## src/rtl/divider_sched_pkg.sv

```systemverilog
// rtl/divider_sched_pkg.sv - shared types and constants for the divider scheduler
package divider_sched_pkg;

  typedef enum logic [1:0] {
    ST_IDLE   = 2'd0,
    ST_HOLD   = 2'd1,
    ST_MANUAL = 2'd2
  } state_t;

  localparam logic [31:0] DIV_MUTE = 32'd0;
  localparam logic [31:0] MIN_DIV  = 32'd2;

  localparam int DEF_NUM_STEPS = 8;
  localparam int DEF_IDX_W     = 3;
  localparam int DEF_DUR_W     = 32;

endpackage

```

## src/rtl/step_table.sv

```systemverilog
// rtl/step_table.sv - step register file: one synchronous write port, combinational read
module step_table
  import divider_sched_pkg::*;
#(
  parameter int NUM_STEPS = DEF_NUM_STEPS,
  parameter int IDX_W     = DEF_IDX_W,
  parameter int DUR_W     = DEF_DUR_W
) (
  input  logic             clk_i,
  input  logic             we_i,
  input  logic [IDX_W-1:0] waddr_i,
  input  logic [31:0]      wdiv_i,
  input  logic [DUR_W-1:0] wdur_i,
  input  logic [IDX_W-1:0] raddr_i,
  output logic [31:0]      rdiv_o,
  output logic [DUR_W-1:0] rdur_o
);

  // Entries are deliberately not reset; software programs them before use.
  logic [31:0]      div_q [NUM_STEPS];
  logic [DUR_W-1:0] dur_q [NUM_STEPS];

  // Write the addressed entry when the strobe is high.
  always_ff @(posedge clk_i) begin
    if (we_i) begin
      div_q[waddr_i] <= wdiv_i;
      dur_q[waddr_i] <= wdur_i;
    end
  end

  assign rdiv_o = div_q[raddr_i];
  assign rdur_o = dur_q[raddr_i];

endmodule

```

## src/rtl/divider_scheduler.sv

```systemverilog
// rtl/divider_scheduler.sv - step sequencer with manual preemption driving the clock divider
module divider_scheduler
  import divider_sched_pkg::*;
#(
  parameter int NUM_STEPS = DEF_NUM_STEPS,
  parameter int IDX_W     = DEF_IDX_W,
  parameter int DUR_W     = DEF_DUR_W
) (
  input  logic             inclk_i,
  input  logic             reset_i,
  input  logic             start_i,
  input  logic             stop_i,
  input  logic             loop_i,
  input  logic             manual_req_i,
  input  logic [31:0]      manual_div_i,
  input  logic             cfg_we_i,
  input  logic [IDX_W-1:0] cfg_addr_i,
  input  logic [31:0]      cfg_div_i,
  input  logic [DUR_W-1:0] cfg_dur_i,
  output logic [31:0]      divisor_o,
  output logic             div_update_o,
  output logic             mute_o,
  output logic             busy_o,
  output logic [IDX_W-1:0] step_idx_o,
  output logic             done_o
);

  localparam logic [IDX_W-1:0] LAST_IDX = IDX_W'(NUM_STEPS - 1);

  state_t           state_q, state_d;
  state_t           ret_q, ret_d;
  logic [31:0]      divisor_q, divisor_d;
  logic             upd_q, upd_d;
  logic             mute_q, mute_d;
  logic             busy_q, busy_d;
  logic             done_q, done_d;
  logic [IDX_W-1:0] idx_q, idx_d;
  logic [DUR_W-1:0] rem_q, rem_d;

  logic [IDX_W-1:0] rd_idx;
  logic [31:0]      rd_div;
  logic [DUR_W-1:0] rd_dur;
  logic [DUR_W-1:0] load_rem;

  step_table #(
    .NUM_STEPS (NUM_STEPS),
    .IDX_W     (IDX_W),
    .DUR_W     (DUR_W)
  ) u_table (
    .clk_i   (inclk_i),
    .we_i    (cfg_we_i),
    .waddr_i (cfg_addr_i),
    .wdiv_i  (cfg_div_i),
    .wdur_i  (cfg_dur_i),
    .raddr_i (rd_idx),
    .rdiv_o  (rd_div),
    .rdur_o  (rd_dur)
  );

  // Only one entry is ever needed per cycle: step 0 when starting, the next step
  // (wrapping naturally at the power-of-two size) while holding, the paused step
  // when returning from manual.
  always_comb begin
    rd_idx = '0;
    if (state_q == ST_HOLD) begin
      rd_idx = idx_q + IDX_W'(1);
    end else if (state_q == ST_MANUAL) begin
      rd_idx = idx_q;
    end
  end

  // A zero duration behaves as one cycle, so the countdown starts at max(dur,1)-1.
  assign load_rem = (rd_dur == '0) ? '0 : rd_dur - DUR_W'(1);

  // Next-state and registered-output logic; stop beats manual beats start/countdown.
  always_comb begin
    state_d   = state_q;
    ret_d     = ret_q;
    divisor_d = divisor_q;
    upd_d     = 1'b0;
    done_d    = 1'b0;
    idx_d     = idx_q;
    rem_d     = rem_q;

    if (stop_i) begin
      state_d   = ST_IDLE;
      ret_d     = ST_IDLE;
      divisor_d = DIV_MUTE;
      idx_d     = '0;
      rem_d     = '0;
      upd_d     = (divisor_q != DIV_MUTE);
    end else if (manual_req_i && (state_q != ST_MANUAL)) begin
      ret_d     = state_q;
      divisor_d = manual_div_i;
      upd_d     = 1'b1;
      state_d   = ST_MANUAL;
    end else begin
      case (state_q)
        ST_IDLE: begin
          if (start_i) begin
            divisor_d = rd_div;
            idx_d     = '0;
            rem_d     = load_rem;
            upd_d     = 1'b1;
            state_d   = ST_HOLD;
          end
        end
        ST_HOLD: begin
          if (rem_q != '0) begin
            rem_d = rem_q - DUR_W'(1);
          end else if ((idx_q != LAST_IDX) || loop_i) begin
            idx_d     = idx_q + IDX_W'(1);
            divisor_d = rd_div;
            rem_d     = load_rem;
            upd_d     = 1'b1;
          end else begin
            state_d   = ST_IDLE;
            divisor_d = DIV_MUTE;
            idx_d     = '0;
            done_d    = 1'b1;
            upd_d     = 1'b1;
          end
        end
        ST_MANUAL: begin
          if (manual_req_i) begin
            if (manual_div_i != divisor_q) begin
              divisor_d = manual_div_i;
              upd_d     = 1'b1;
            end
          end else begin
            upd_d = 1'b1;
            ret_d = ST_IDLE;
            if (ret_q == ST_HOLD) begin
              divisor_d = rd_div;
              state_d   = ST_HOLD;
            end else begin
              divisor_d = DIV_MUTE;
              state_d   = ST_IDLE;
            end
          end
        end
        default: begin
          state_d   = ST_IDLE;
          ret_d     = ST_IDLE;
          divisor_d = DIV_MUTE;
        end
      endcase
    end

    mute_d = (divisor_d < MIN_DIV);
    busy_d = (state_d == ST_HOLD) || ((state_d == ST_MANUAL) && (ret_d == ST_HOLD));
  end

  // State and output registers.
  always_ff @(posedge inclk_i or posedge reset_i) begin
    if (reset_i) begin
      state_q   <= ST_IDLE;
      ret_q     <= ST_IDLE;
      divisor_q <= DIV_MUTE;
      upd_q     <= 1'b0;
      mute_q    <= 1'b1;
      busy_q    <= 1'b0;
      done_q    <= 1'b0;
      idx_q     <= '0;
      rem_q     <= '0;
    end else begin
      state_q   <= state_d;
      ret_q     <= ret_d;
      divisor_q <= divisor_d;
      upd_q     <= upd_d;
      mute_q    <= mute_d;
      busy_q    <= busy_d;
      done_q    <= done_d;
      idx_q     <= idx_d;
      rem_q     <= rem_d;
    end
  end

  assign divisor_o    = divisor_q;
  assign div_update_o = upd_q;
  assign mute_o       = mute_q;
  assign busy_o       = busy_q;
  assign step_idx_o   = idx_q;
  assign done_o       = done_q;

endmodule

```

## config.mk

```make
export PLATFORM = sky130hd
export DESIGN_NAME = divider_scheduler
export DESIGN_NICKNAME = d
export VERILOG_FILES = /design/src/rtl/divider_sched_pkg.sv /design/src/rtl/step_table.sv /design/src/rtl/divider_scheduler.sv
export SDC_FILE = /design/constraint.sdc
export NUM_CORES = 1
export LEC_CHECK = 0
export ABC_AREA = 1
export BUFFER_PORTS_ARGS = -buffer_cell sky130_fd_sc_hd__buf_2
export CAP_MARGIN = 20
export CORE_MARGIN = 3
export CORE_UTILIZATION = 40
export CTS_CLUSTER_SIZE = 30
export DETAILED_ROUTE_END_ITERATION = 8
export PLACE_DENSITY = 0.54
export RECOVER_POWER = 50
export SYNTH_ARGS = -nofsm -noshare
export SYNTH_HDL_FRONTEND = slang
export SYNTH_SLANG_ARGS = --single-unit
```

## constraint.sdc

```tcl
create_clock -name inclk_i -period 2.9 [get_ports inclk_i]
set_input_delay 0.29 -clock inclk_i [delete_from_list [all_inputs] [get_ports inclk_i]]
set_output_delay 0.29 -clock inclk_i [all_outputs]
set_load 0.05 [all_outputs]
```

# After elaboration in Yosys (flattened, before gate mapping)
# Memories as Yosys holds them, arrays and structs flattened.
# Index checks and enable logic that the tools add are counted.
[op_classes] n_eq_ne=13 muxes=50 magnitude_cmp=1 addsub=3 n_reduce_logical=12
[op_table] cell="two-way mux 32 bit" n=14
[op_table] cell="case mux 32 bit (3 select lines)" n=1
[op_table] cell="case mux 32 bit (2 select lines)" n=1
[op_table] cell="nonzero test 32 bit" n=2
[op_table] cell="subtractor 32 x 1 -> 32 bit (second input constant)" n=2
[op_table] cell="zero test 32 bit" n=1
[op_table] cell="less-than comparator 32 x 2 -> 1 bit (second input constant)" n=1
[op_table] cell="!= test 32 bit" n=1
[op_table] cell="two-way mux 3 bit" n=7
[op_table] cell="two-way mux 2 bit" n=9
[op_table] cell="two-way mux 1 bit" n=14
[op_table] cell="!= test 3 bit (second input constant)" n=3
[op_table] cell="equality test 2 x 1 -> 1 bit (second input constant)" n=4
[op_table] cell="AND reduction 4 bit" n=2
[op_table] cell="case mux 2 bit (3 select lines)" n=1
[op_table] cell="case mux 3 bit (2 select lines)" n=1
[op_table] cell="equality test 2 bit (second input constant)" n=2
[op_table] cell="!= test 2 bit (second input constant)" n=2
[op_table] cell="!= test 4 x 2 -> 1 bit (second input constant)" n=1
[op_table] cell="case mux 2 bit (2 select lines)" n=1
[op_table] cell="adder 3 x 1 -> 3 bit (second input constant)" n=1
[op_table] cell="case mux 1 bit (3 select lines)" n=1
[op_table] cell="nonzero test 3 bit" n=1
[op_table] cell="logical AND 1 bit" n=2
[op_table] cell="other kinds (3)" n=4
[totals] output_inout_bits=39 mem_count=2 regBits=75 wordCells=90 ramBits=512 in_bits=106
[mem_list] name="u_table.div_q" depth=8 width=32 rd=1 rd_clocked_by_memory_dff=0 write_ports=1 line="step_table.sv:20" rtl="logic [31:0] div_q [NUM_STEPS];"
[mem_list] name="u_table.dur_q" depth=8 width=32 rd=1 rd_clocked_by_memory_dff=0 write_ports=1 line="step_table.sv:21" rtl="logic [DUR_W-1:0] dur_q [NUM_STEPS];"

# Longest topological paths before layout
# Gate-level depths: netlist of run 1.
# An unclocked memory read counts as a cell.
[logic_depth] word_depth=11 depth_mapped=25 ltp_nobuf=22

# Modules after synthesis
# Synthesis of run 1 repeated with hierarchy kept, for this count alone.
[unflattened] cells_unflattened=3488 area_unflattened_um2=30035.1
[modules_own_cells] mod="step_table" cells_each=2230 area_each_um2=22376.5 n_inst=1 seq_area_each_um2=15374.7
[modules_own_cells] mod="divider_scheduler" cells_each=1258 area_each_um2=7658.6 n_inst=1 seq_area_each_um2=1878.1

# Least setup slack after synthesis of run 1
# OpenSTA, ideal clock, no wires.
[synth_path] kind="in2reg" start="input cfg_addr_i[0]" end="memory u_table.div_q[0][0] (enable)" setup_slack_ns=-0.696 cell_stages=3 required_time_ns=2.413 n_path_buf=0 setup_time_ns=0.487 t_arrival_ns=3.109 path_cell_list="inv_1 > nand2_1 > nor2_1"
[synth_lines] element="start: declaration" line="divider_scheduler.sv:17" rtl="input logic [IDX_W-1:0] cfg_addr_i,"
[synth_lines] element="end: declaration" line="step_table.sv:20"
# Straight into the memory's write port.

# Final worst setup path of run 1
[layout_path] start="register state_q[0]" end="register rem_q[28]"
[layout_between] elab_chain_len=11 elab_cells_between_ends=22 classes_between="1 x add/sub; 6 x eq/ne; 9 x mux; 5 x reduce/logical; 1 x memory"
[layout_rtl] element="start: declaration" line="divider_scheduler.sv:30" rtl="state_t state_q, state_d;"
[layout_rtl] element="start signal: assignment" line="divider_scheduler.sv:167" rtl="state_q <= state_d;"
[layout_rtl] element="equality test 2 bit" line="divider_scheduler.sv:67" rtl="end else if (state_q == ST_MANUAL) begin"
[layout_rtl] element="two-way mux 3 bit" line="divider_scheduler.sv:67"
[layout_rtl] element="two-way mux 3 bit" line="divider_scheduler.sv:65" rtl="if (state_q == ST_HOLD) begin"
[layout_rtl] element="memory read (8 x 32 bit)"
[layout_rtl] element="subtractor 32 x 1 -> 32 bit or zero test 32 bit (tied branches)" line="divider_scheduler.sv:73" rtl="assign load_rem = (rd_dur == '0) ? '0 : rd_dur - DUR_W'(1);"
[layout_rtl] element="two-way mux 32 bit" line="divider_scheduler.sv:73"
[layout_rtl] element="two-way mux 32 bit" line="divider_scheduler.sv:111" rtl="end else if ((idx_q != LAST_IDX) || loop_i) begin"
[layout_rtl] element="two-way mux 32 bit" line="divider_scheduler.sv:109" rtl="if (rem_q != '0) begin"
[layout_rtl] element="case mux 32 bit (2 select lines)" line="divider_scheduler.sv:98" rtl="case (state_q)"
[layout_rtl] element="two-way mux 32 bit" line="divider_scheduler.sv:92" rtl="end else if (manual_req_i && (state_q != ST_MANUAL)) begin"
[layout_rtl] element="two-way mux 32 bit" line="divider_scheduler.sv:85" rtl="if (stop_i) begin"
[layout_rtl] element="end signal: assignment" line="divider_scheduler.sv:175" rtl="rem_q <= rem_d;"
[layout_rtl] element="end: declaration" line="divider_scheduler.sv:38" rtl="logic [DUR_W-1:0] rem_q, rem_d;"
# Several ways; a longest one is shown, not always the timed one. The select of a mux whose other input is x is not followed.
# A chain may end at the register's enable or synchronous reset.

==> flow_summary_export.csv, run 1 <==
group,metric,value,unit
floorplanning,io_pins,145,
drt,wirelength,84000,µm
synth,dominantRegCellSynth,"edfxtp_1",
global_route,antenna_found_initial,9,
synth,syn_avg_cell_area,9.56,µm²
clock_network,cts_tree,"done",
clock_network,clk_latency,610,ps
finish,num-nets-final,3385,
synth,yosys.cell_types.count,46,
sta,hold_viol,0,
setup_path,critical_path_peak_fanout,36,
synth,post_synth_inst_count,2908,
placement,gp_congestion,0.904,
floorplanning,start_util,0.405,
sta,setup_repair_after_global_routing_missed_its_margin,"yes",
power,ir_drop,0.454,mV
placement,port-buffer-count,144,
synth,synth.top_cells.by_area,"edfxtp_1 (55%), nand2_1 (12%), dfrtp_1 (6.7%)",
synth,synth_enable_flop_cells,512,
finish,areaGrowthSynthToFinish,26.2,%
finish,n_fill_cell,6286,
synth,ys_ff_latch,587,
synth,synth_area,27800,µm²
power,power.static_leakage,14.3,nW
sta,setup_tns,-2170,ps
global_route,pin_count_of_the_biggest_net_entering_global_routing,105,
synth,yosysTopAreaCellShare,0.553,
sta,post-route-period-util,1.04,
drt,route.detailed.drc,0,
clock_network,tritoncts.num_buffers,68,
floorplanning,row_count,96,
setup_path,end_kind,"flop",
setup_path,criticalPathCategory,"reg -> reg",
finish,drive_gt1_frac,0.179,
drt,drt-vias-per-instance,5.16,
power,power,21.1,mW
sta,finalClockSkew,25.6,ps
synth,synth.largest_area_cell,"edfxtp_1",
drt,ant_nets,0,
clock_network,h-tree-depth,3,
sta,maxClockFrequency,0.332,GHz
setup_path,cp_data_required_time,3390,ps
run_status,outcome,"complete, but fails checks",
clock_network,clk_pin_slew,60,ps
sta,finalMaxSlewViolations,88,
global_route,grt_util_all_layers,0.218,
sta,fin_crit,3010,ps
job,maxCapViolCount,2,
placement,dpl.hpwl,49600,µm
floorplanning,die_w,270,µm
clock_network,clock_tree.root_cell,"clkbuf_16",
drt,first_iter_violations,2017,
sta,setup_ws,-114,ps
clock_network,cts_sink_count,587,
setup_path,critPathArrivalTime,3500,ps
global_route,global_route_wire_length_before_repair,124000,µm
floorplanning,dieHeight,270,µm
clock_network,cts-root-to-sink-buffers,3,
worst_hold_path,worstHoldPathType,"in -> reg",
synth,syn-num-nets,3019,
sta,worst_pin_slew,2110,ps
run_status,violations_in_the_final_reports,"capacitance limit, slew limit, setup timing",
sta,finalSetupViolations,30,
floorplanning,core_area,68700,µm²
synth,synth_sequential_area_ratio,0.621,
synth,postSynth.asyncResetShare,0.128,
power,power_density,602,nW/µm²
setup_path,start_kind,"flop",
floorplanning,die-area,72700,µm²
synth,synth_warnings,0,
drt,wl_per_cell,19.7,µm
global_route,gr-total-overflow,0,
drt,detailedRoute.firstPassIterationCount,7,
sta,slew_headroom,-0.405,
drt,via_count,22000,
global_route,first_global_vias,20800,
-- logic make-up after synthesis --
group | share of synthesized area
xor+xnor | 0.0101
buf+inv | 0.0697
simple gates | 0.226
flops | 0.621
fa+ha+maj | 0.00225
compound gates | 0.0709
-- worst max-delay path, cell delays in order, from the launching register on --
cell and delay, ps:
dfrtp_1 420, buf_6 160, nor2_4 140, nand2_4 130, nand2_8 190, buf_12 230
a21oi_1 70, o21ai_1 80, nand2_1 80, o21ai_2 170, nand2_2 80, nor2_1 110
buf_4 140, nand2_4 80, nor2_4 140, nand3_4 140, clkbuf_16 210, nand3_2 80
nand2_1 80, nand2_1 90, nand2_1 50
-- synth_stat cells (2+ instances only) --
cell type and instances:
nand2_1 890, edfxtp_1 512, nand3_1 344, inv_1 299, nor2_1 182, o21ai_0 87
a21oi_1 77, o21ai_1 77, dfrtp_1 74, o211ai_1 57, buf_2 54, clkbuf_1 49
xnor2_1 25, o21ai_2 18, nand3b_1 17, buf_6 15, buf_1 14, buf_4 14
nor3_1 11, nand4_1 10, nor4_1 9, inv_2 8, o22ai_1 7, xor2_1 7
a31oi_1 6, nor2_2 6, ha_1 5, nor2_4 5, or2_2 4, nand2_2 3
nand2_4 2, nand3_2 2, nand3_4 2, nor3b_1 2, o211ai_2 2, o41ai_1 2
-- layout make-up --
type / instances / area [µm²] / share of cell area
Sequential cell: 587 / 17300 / 0.492
Multi-Input combinational cell: 1869 / 9270 / 0.264
Timing Repair Buffer: 440 / 3980 / 0.113
Clock buffer: 85 / 1830 / 0.0521
Inverter: 308 / 1170 / 0.0333
Tap cell: 931 / 1160 / 0.0332
Clock inverter: 35 / 403 / 0.0115
Antenna cell: 8 / 20.0 / 0.000571
-- registers in the layout, summed over array words and instances, names as in the netlist --
signal / count
state_q: 2
divisor_o: 32
mute_o: 1
busy_o: 1
ret_q: 2
done_o: 1
u_table.dur_q: 256
step_idx_o: 3
div_update_o: 1
rem_q: 32
u_table.div_q: 256
-- layout by cell type, fill, tap and decap left out, drive strengths merged, types with 2 or more instances in the layout --
cell         instances
diode                8
dfrtp               74
o41ai                2
or2                  4
nor3                11
dlygate4sd3         67
nand3b              17
nand3              348
a31oi                6
nand4               10
o21ai              182
inv                310
nor3b                2
xor2                 7
nor2               193
xnor2               25
nor4                 9
o211ai              59
clkinvlp             3
bufinv               7
buf                292
clkinv              23
o22ai                8
ha                   5
edfxtp             512
nand2              897
a21oi               77
clkbuf             166
-- power by group --
part	total [mW]	internal (mW)	switching, mW
combinational	2.77	0.985	1.78
sequential	9.77	9.55	0.221
clock	8.57	5.13	3.44
-- path summary, 6_finish.rpt --
check	from	end	slack, ps	cells after the start
worst min-delay path	manual_div_i[9]	divisor_o[9]	50	5
max in group asynchronous	reset_i	step_idx_o[0]	510	4
worst min register to register	rem_q[29]	rem_q[29]	480	2
min in group asynchronous	reset_i	divisor_o[4]	1000	4
worst max-delay path	state_q[0]	rem_q[28]	-110	20
worst max register to register	state_q[0]	rem_q[28]	-110	20
-- per-layer routing --
metal / part of all wire / global-route usage
met5: 0.00015 / 0
met4: 0.015 / 0.0551
met3: 0.074 / 0.0392
met2: 0.45 / 0.335
met1: 0.47 / 0.321
-- per-stage QoR --
stage / hold WS, ps / area (µm²) / setup WS (ps) / utilization / cells
2_1_floorplan: 389 / 27900 / -695 / - / 2908
3_3_place_gp: 430 / 30800 / -212 / 0.449 / 4021
3_5_place_dp: 428 / 30800 / -238 / 0.449 / 4021
4_1_cts: 18.8 / 34200 / -46.3 / 0.497 / 4219
5_1_grt: 68.3 / 35100 / -272 / 0.511 / 4261
6_report: 48.9 / 35100 / -114 / 0.511 / 4263
-- what timing repair did --
action | CTS | global route
resized for setup | 71 | 114
endpoints found under the hold margin | 587 | 0
pin swaps | 7 | 51
cloned | 3 | 18
buffers inserted | 8 | 18
hold buffers | 67 | 0
endpoints found under the setup margin | 32 | 42
Note: power is estimated with default switching activity, not from simulation.
==> run 2, diff against run 1 <==
--- a/config.mk
+++ b/config.mk
@@ -12,7 +12,7 @@
 export CORE_UTILIZATION = 40
 export CTS_CLUSTER_SIZE = 30
 export DETAILED_ROUTE_END_ITERATION = 8
-export PLACE_DENSITY = 0.54
+export PLACE_DENSITY = 0.52
 export RECOVER_POWER = 50
 export SYNTH_ARGS = -nofsm -noshare
 export SYNTH_HDL_FRONTEND = slang
==> constraint.sdc (replaced) <==
create_clock -name inclk_i -period 3.42 [get_ports inclk_i]
set_input_delay 0.342 -clock inclk_i [delete_from_list [all_inputs] [get_ports inclk_i]]
set_output_delay 0.342 -clock inclk_i [all_outputs]
set_load 0.05 [all_outputs]
==> flow_summary_export.csv, run 2 (synthesis results as in run 1) <==
group,metric,value,unit
run_status,outcome,"complete, but fails checks",
run_status,violations_in_the_final_reports,"capacitance limit, slew limit",
drt,via_count,20800,
drt,wl_per_cell,19.3,µm
drt,detailedRoute.firstPassIterationCount,5,
worst_hold_path,worstHoldStart,"stop_i",
setup_path,critical_path_peak_fanout,26,
placement,port-buffer-count,144,
finish,num-nets-final,3209,
power,power.share.sequential,0.469,
global_route,antenna_found_initial,6,
drt,drt-vias-per-instance,5.10,
sta,maxClockFrequency,0.307,GHz
clock_network,clk_pin_slew,60,ps
clock_network,clk_latency,600,ps
finish,postLayoutCoreUtil,0.473,
setup_path,cp_data_required_time,3900,ps
drt,ant_nets,0,
drt,wirelength,78900,µm
power,power_density,544,nW/µm²
finish,drive_gt1_frac,0.108,
finish,layout_commonest_cell,"nand2_1",
job,maxCapViolCount,3,
setup_path,reg2reg_slack,160,ps
setup_path,start_kind,"flop",
sta,setup_repair_after_global_routing_missed_its_margin,"no",
floorplanning,io_pins,145,
power,internal_power,13.2,mW
clock_network,clock_tree.root_cell,"clkbuf_16",
clock_network,h-tree-depth,3,
worst_hold_path,worst_hold_path_cells,2,
clock_network,cts-root-to-sink-buffers,3,
sta,post-route-period-util,0.954,
drt,first_iter_violations,2006,
power,switchingPower,4.51,mW
sta,hold_viol,0,
global_route,gr-total-overflow,0,
placement,gp_congestion,0.868,
sta,slew_headroom,-0.305,
power,ir_drop,0.374,mV
global_route,first_global_vias,19900,
floorplanning,die_w,270,µm
setup_path,r2r_cells,15,
power,power,17.7,mW
floorplanning,row_count,96,
sta,fin_crit,3260,ps
floorplanning,dieHeight,270,µm
setup_path,criticalPathCategory,"reg -> reg",
power,power.static_leakage,13.1,nW
floorplanning,start_util,0.405,
finish,commonest_cells_after_routing_fill_and_taps_aside,"nand2_1 (890), edfxtp_1 (512), nand3_1 (344), inv_1 (298), nor2_1 (177)",
floorplanning,die-area,72700,µm²
placement,dpl.hpwl,47800,µm
sta,finalClockSkew,24.9,ps
setup_path,worst_r2r_endpoint,"rem_q[5]",
clock_network,tritoncts.num_buffers,68,
setup_path,end_kind,"flop",
setup_path,critPathArrivalTime,3740,ps
global_route,global_route_wire_length_before_repair,121000,µm
sta,finalSetupViolations,0,
power,power.share.switching,0.255,
drt,route.detailed.drc,0,
sta,worst_pin_slew,1950,ps
power,pwr-share-comb,0.113,
clock_network,cts_sink_count,587,
floorplanning,core_area,68700,µm²
worst_hold_path,worstHoldPathType,"in -> reg",
worst_hold_path,hold_path_end,"state_q[1]",
finish,largest_registers,"u_table.div_q (256), u_table.dur_q (256)",
sta,finalMaxSlewViolations,66,
clock_network,cts_tree,"done",
power,clock_network_power_share,0.418,
global_route,grt_util_all_layers,0.212,
global_route,pin_count_of_the_biggest_net_entering_global_routing,129,
finish,areaGrowthSynthToFinish,16.9,%
setup_path,regToRegStartpoint,"step_idx_o[0]",
[run 2: changes by cell type in the layout (fill, tap and decap cells not counted), moves of 17 or more]
cell	previous run	this run
dlygate4sd3_1	67	26
buf_12	34	17
nand3_1	327	344
nor2_1	141	177
nor2_4	26	9
buf_6	19	2
nor2_2	26	7
nand2_2	35	3
nand2_1	854	890
buf_4	150	70
[run 2: what timing repair did]
action	4_1_cts	5_1_grt
gates resized for setup	0	13
endpoints found under the hold margin	190	0
endpoints found under the setup margin	0	29
hold buffers	26	0
buffers inserted	0	5
[run 2: cell type report]
class / count / area, µm²
Timing Repair Buffer: 264 / 1920
Sequential cell: 587 / 17300
Antenna cell: 2 / 5.00
Multi-Input combinational cell: 1869 / 8710
Clock inverter: 41 / 477
Clock buffer: 80 / 1790
Fill cell: 6556 / 36200
Tap cell: 931 / 1160
Inverter: 308 / 1160
[run 2: power by group through the flow]
stage | Sequential (mW) | Combinational [mW] | Clock [mW]
global route | 8.31 | 2.23 | 7.88
floorplan | 8.51 | 1.14 | 0
CTS | 8.28 | 2.00 | 7.56
global placement | 8.42 | 1.95 | 0
finish | 8.28 | 1.99 | 7.39
detailed placement | 8.42 | 1.96 | 0
[run 2: worst max-delay path: stages (launching register included)]
cell and delay (ps):
dfrtp_1 380, ha_1 200, ha_1 290, inv_1 70, o22ai_4 310, inv_2 190
buf_12 200, o21ai_1 170, buf_4 190, nand2_1 90, nor2_1 200, and2_2 220
nand3_4 70, buf_12 160, a21oi_1 280, o21ai_1 90
[run 2: layer usage]
metal,up-vias,wire length [µm],GRT usage
met1,9930,37300,0.313
met5,-,36,0
met4,6,1530,0.0524
met3,119,5250,0.0422
met2,631,34800,0.323
li1,10100,-,-
[run 2: stage by stage]
| stage | TNS, ps | cell area, µm² | setup slack, ps | hold WS (ps) | std cells |
|---|---|---|---|---|---|
| global placement | 0 | 29900 | 139 | 499 | 3924 |
| CTS | 0 | 32400 | 103 | 0.337 | 4071 |
| detailed placement | 0 | 29900 | 108 | 499 | 3924 |
| finish | 0 | 32500 | 158 | 89.5 | 4082 |
| floorplan | -57070 | 27800 | -227 | 441 | 2908 |
| global route | 0 | 32500 | 2.23 | 74.3 | 4080 |
[run 2: worst max path at each step]
stage | from | to | slack (ps)
finish | step_idx_o[0] | rem_q[5] | 160
floorplan | cfg_addr_i[0] | u_table.div_q[0][0] | -230
detailed placement | step_idx_o[0] | rem_q[5] | 110
CTS | step_idx_o[0] | rem_q[5] | 100
global placement | step_idx_o[0] | rem_q[5] | 140
global route | state_q[1] | rem_q[23] | 2
==> run 3, diff against run 2 <==
--- a/config.mk
+++ b/config.mk
@@ -5,13 +5,13 @@
 export SDC_FILE = /design/constraint.sdc
 export NUM_CORES = 1
 export LEC_CHECK = 0
-export ABC_AREA = 1
 export BUFFER_PORTS_ARGS = -buffer_cell sky130_fd_sc_hd__buf_2
 export CAP_MARGIN = 20
 export CORE_MARGIN = 3
 export CORE_UTILIZATION = 40
 export CTS_CLUSTER_SIZE = 30
 export DETAILED_ROUTE_END_ITERATION = 8
+export GPL_ROUTABILITY_DRIVEN = 0
 export PLACE_DENSITY = 0.52
 export RECOVER_POWER = 50
 export SYNTH_ARGS = -nofsm -noshare
==> flow_summary_export.csv, run 3 <==
group,metric,value,unit
synth,synth_top_cells_by_count,"edfxtp_1 (512), nand2_1 (183), o21ai_0 (165), nor2_1 (153), a21oi_1 (111)",
synth,synth_area,27700,µm²
synth,syn_avg_cell_area,12.2,µm²
placement,port-buffer-count,144,
global_route,global_route_wire_length_before_repair,141000,µm
drt,wl_per_cell,25.6,µm
sta,worst_pin_slew,2580,ps
finish,layout.cells.non_filler,3718,
synth,synth.top_cells.by_area,"edfxtp_1 (56%), dfrtp_1 (6.7%), o21ai_0 (3.0%)",
power,pwr-share-comb,0.111,
clock_network,cts_tree,"done",
synth,synth_warnings,0,
finish,final_cell_area,35000,µm²
run_status,outcome,"complete, but fails checks",
clock_network,cts_sink_count,587,
setup_path,timing.critical_path.max_delay_family,"simple AND/OR/NAND/NOR gates",
setup_path,start_kind,"flop",
drt,route.detailed.drc,0,
setup_path,max_incr_delay_on_cp,510,ps
synth,synth_enable_flop_cells,512,
setup_path,path_cells,"ha_4 > ha_4 > nand3b_1 > buf_4 > a211o_4 > a311oi_4 > a2111oi_4 > a211oi_4 > nand4b_1 > buf_4 > or4b_4 > buf_6 > or4_1 > nand3_1",
placement,dpl.hpwl,61300,µm
global_route,grt_util_all_layers,0.262,
sta,finalMaxSlewViolations,230,
drt,drt-vias-per-instance,5.90,
synth,post_synth_inst_count,2276,
sta,final.hold.worst_slack,40.5,ps
sta,hold_viol,0,
sta,finalClockSkew,24.0,ps
setup_path,timing.critical_path.buf_inv,3,
floorplanning,die-area,72300,µm²
synth,syn-num-nets,2387,
setup_path,cp_data_required_time,3960,ps
finish,areaGrowthSynthToFinish,26.7,%
drt,via_count,21900,
placement,dpl_cell_area,31800,µm²
run_status,violations_in_the_final_reports,"capacitance limit, slew limit, setup timing",
worst_hold_path,worstHoldPathType,"in -> reg",
sta,post-route-period-util,1.11,
clock_network,cts-root-to-sink-buffers,3,
floorplanning,row_count,95,
drt,wirelength,95200,µm
synth,ys_ff_latch,587,
setup_path,critPathArrivalTime,4340,ps
finish,commonest_cells_after_routing_fill_and_taps_aside,"edfxtp_1 (512), buf_4 (323), nand2_1 (179), o21ai_0 (153), nor2_1 (144)",
floorplanning,io_pins,145,
drt,detailedRoute.firstPassIterationCount,8,
setup_path,cp_max_delay_cell,"or4b_4",
sta,setup_repair_after_global_routing_missed_its_margin,"yes",
setup_path,end_kind,"flop",
placement,placedCellCount,3508,
floorplanning,core_area,67900,µm²
finish,largest_registers,"u_table.div_q (256), u_table.dur_q (256)",
power,power.share.switching,0.255,
clock_network,tritoncts.num_buffers,67,
clock_network,clock_tree.root_cell,"clkbuf_16",
power,ir_drop,0.371,mV
power,switchingPower,4.33,mW
global_route,pin_count_of_the_biggest_net_entering_global_routing,65,
finish,layout_commonest_cell,"edfxtp_1",
floorplanning,dieHeight,269,µm
synth,postSynth.asyncResetShare,0.128,
floorplanning,start_util,0.407,
job,maxCapViolCount,4,
synth,yosys.cell_types.count,103,
clock_network,h-tree-depth,3,
sta,slew_headroom,-0.721,
clock_network,clk_latency,620,ps
power,internal_power,12.7,mW
power,clock_network_power_share,0.401,
finish,num-nets-final,2850,
synth,synth.most_common_cell,"edfxtp_1",
drt,first_iter_violations,2093,
power,power.static_leakage,12.7,nW
global_route,antenna_found_initial,6,
global_route,first_global_vias,21900,
synth,synth.largest_area_cell,"edfxtp_1",
finish,n_fill_cell,5962,
sta,finalSetupViolations,33,
power,power.share.sequential,0.487,
setup_path,critical_path_peak_fanout,3,
floorplanning,die_w,269,µm
sta,fin_crit,3800,ps
synth,yosysTopAreaCellShare,0.556,
synth,synth_sequential_area_ratio,0.624,
drt,ant_nets,0,
finish,drive_gt1_frac,0.241,
setup_path,criticalPathCategory,"reg -> reg",
sta,setup_ws,-382,ps
global_route,gr-total-overflow,0,
synth,dominantRegCellSynth,"edfxtp_1",
power,power_density,485,nW/µm²
sta,maxClockFrequency,0.263,GHz
clock_network,clk_pin_slew,60,ps
-- run 3: final timing paths --
kind,end,slack [ps],cells after the start,start
setup / recovery,rem_q[30],-380,14,step_idx_o[0]
hold / removal,divisor_o[25],40,3,manual_div_i[25]
setup reg to reg,rem_q[30],-380,14,step_idx_o[0]
hold reg to reg,rem_q[23],510,2,rem_q[23]
max in group asynchronous,rem_q[22],1540,4,reset_i
min in group asynchronous,rem_q[25],780,3,reset_i
-- run 3: through the flow --
step                      power, mW   util  setup TNS (ps)  setup slack, ps
after floorplan                9.30      -          -48040             -327
after global placement         10.1  0.468          -18890             -624
after detailed placement       10.2  0.468          -21110             -712
after CTS                      17.1  0.514          -11210             -391
after global routing           17.6  0.516          -14620             -487
final                          17.0  0.516          -11020             -382
-- run 3: routing by layer --
| layer | global-route usage | part of all wire | wire length (µm) |
|---|---|---|---|
| met3 | 0.0399 | 0.058 | 5480 |
| met2 | 0.447 | 0.49 | 46900 |
| met4 | 0.103 | 0.038 | 3620 |
| met5 | 0 | 0.00043 | 41 |
| met1 | 0.337 | 0.41 | 39100 |
-- run 3: layout make-up --
type	instances	area, µm²	share of cell area
clock inverter	36	280	0.00800
clock buffer	88	1800	0.0513
inverter	37	140	0.00400
antenna	3	7.51	0.000214
timing repair buffer	559	4440	0.127
sequential	587	17300	0.493
tap	921	1150	0.0329
multi-input combinational	1487	9960	0.284
-- run 3: repair_timing --
item / in CTS / in global routing
cloned: 6 / 1
endpoints found under the setup margin: 33 / 35
resized for setup: 52 / 40
hold endpoints to repair: 301 / 0
setup buffers: 33 / 6
pin swaps: 30 / 18
hold buffers: 39 / 0
-- run 3: logic make-up after synthesis --
kind of cell,count (synthesis),synth area share
compound gates,671,0.166
fa+ha+maj,5,0.00226
xor+xnor,55,0.0174
flops,587,0.624
buf+inv,202,0.0354
mux,57,0.0208
simple gates,699,0.135
-- run 3: worst register-to-register path: stages, from the launching register on --
cell       delay, ps
dfrtp_4          490
ha_4             170
ha_4             260
nand3b_1         140
buf_4            180
a211o_4          350
a311oi_4         260
a2111oi_4        120
a211oi_4         260
nand4b_1         180
buf_4            200
or4b_4           510
buf_6            140
or4_1            390
nand3_1           80
-- run 3: power groups by stage --
stage	Clock [mW]	Combinational [mW]	Sequential, mW
after floorplan	0	0.827	8.48
after global placement	0	1.73	8.40
after detailed placement	0	1.76	8.41
after CTS	6.95	1.87	8.26
after global routing	7.25	2.03	8.30
final	6.82	1.89	8.28
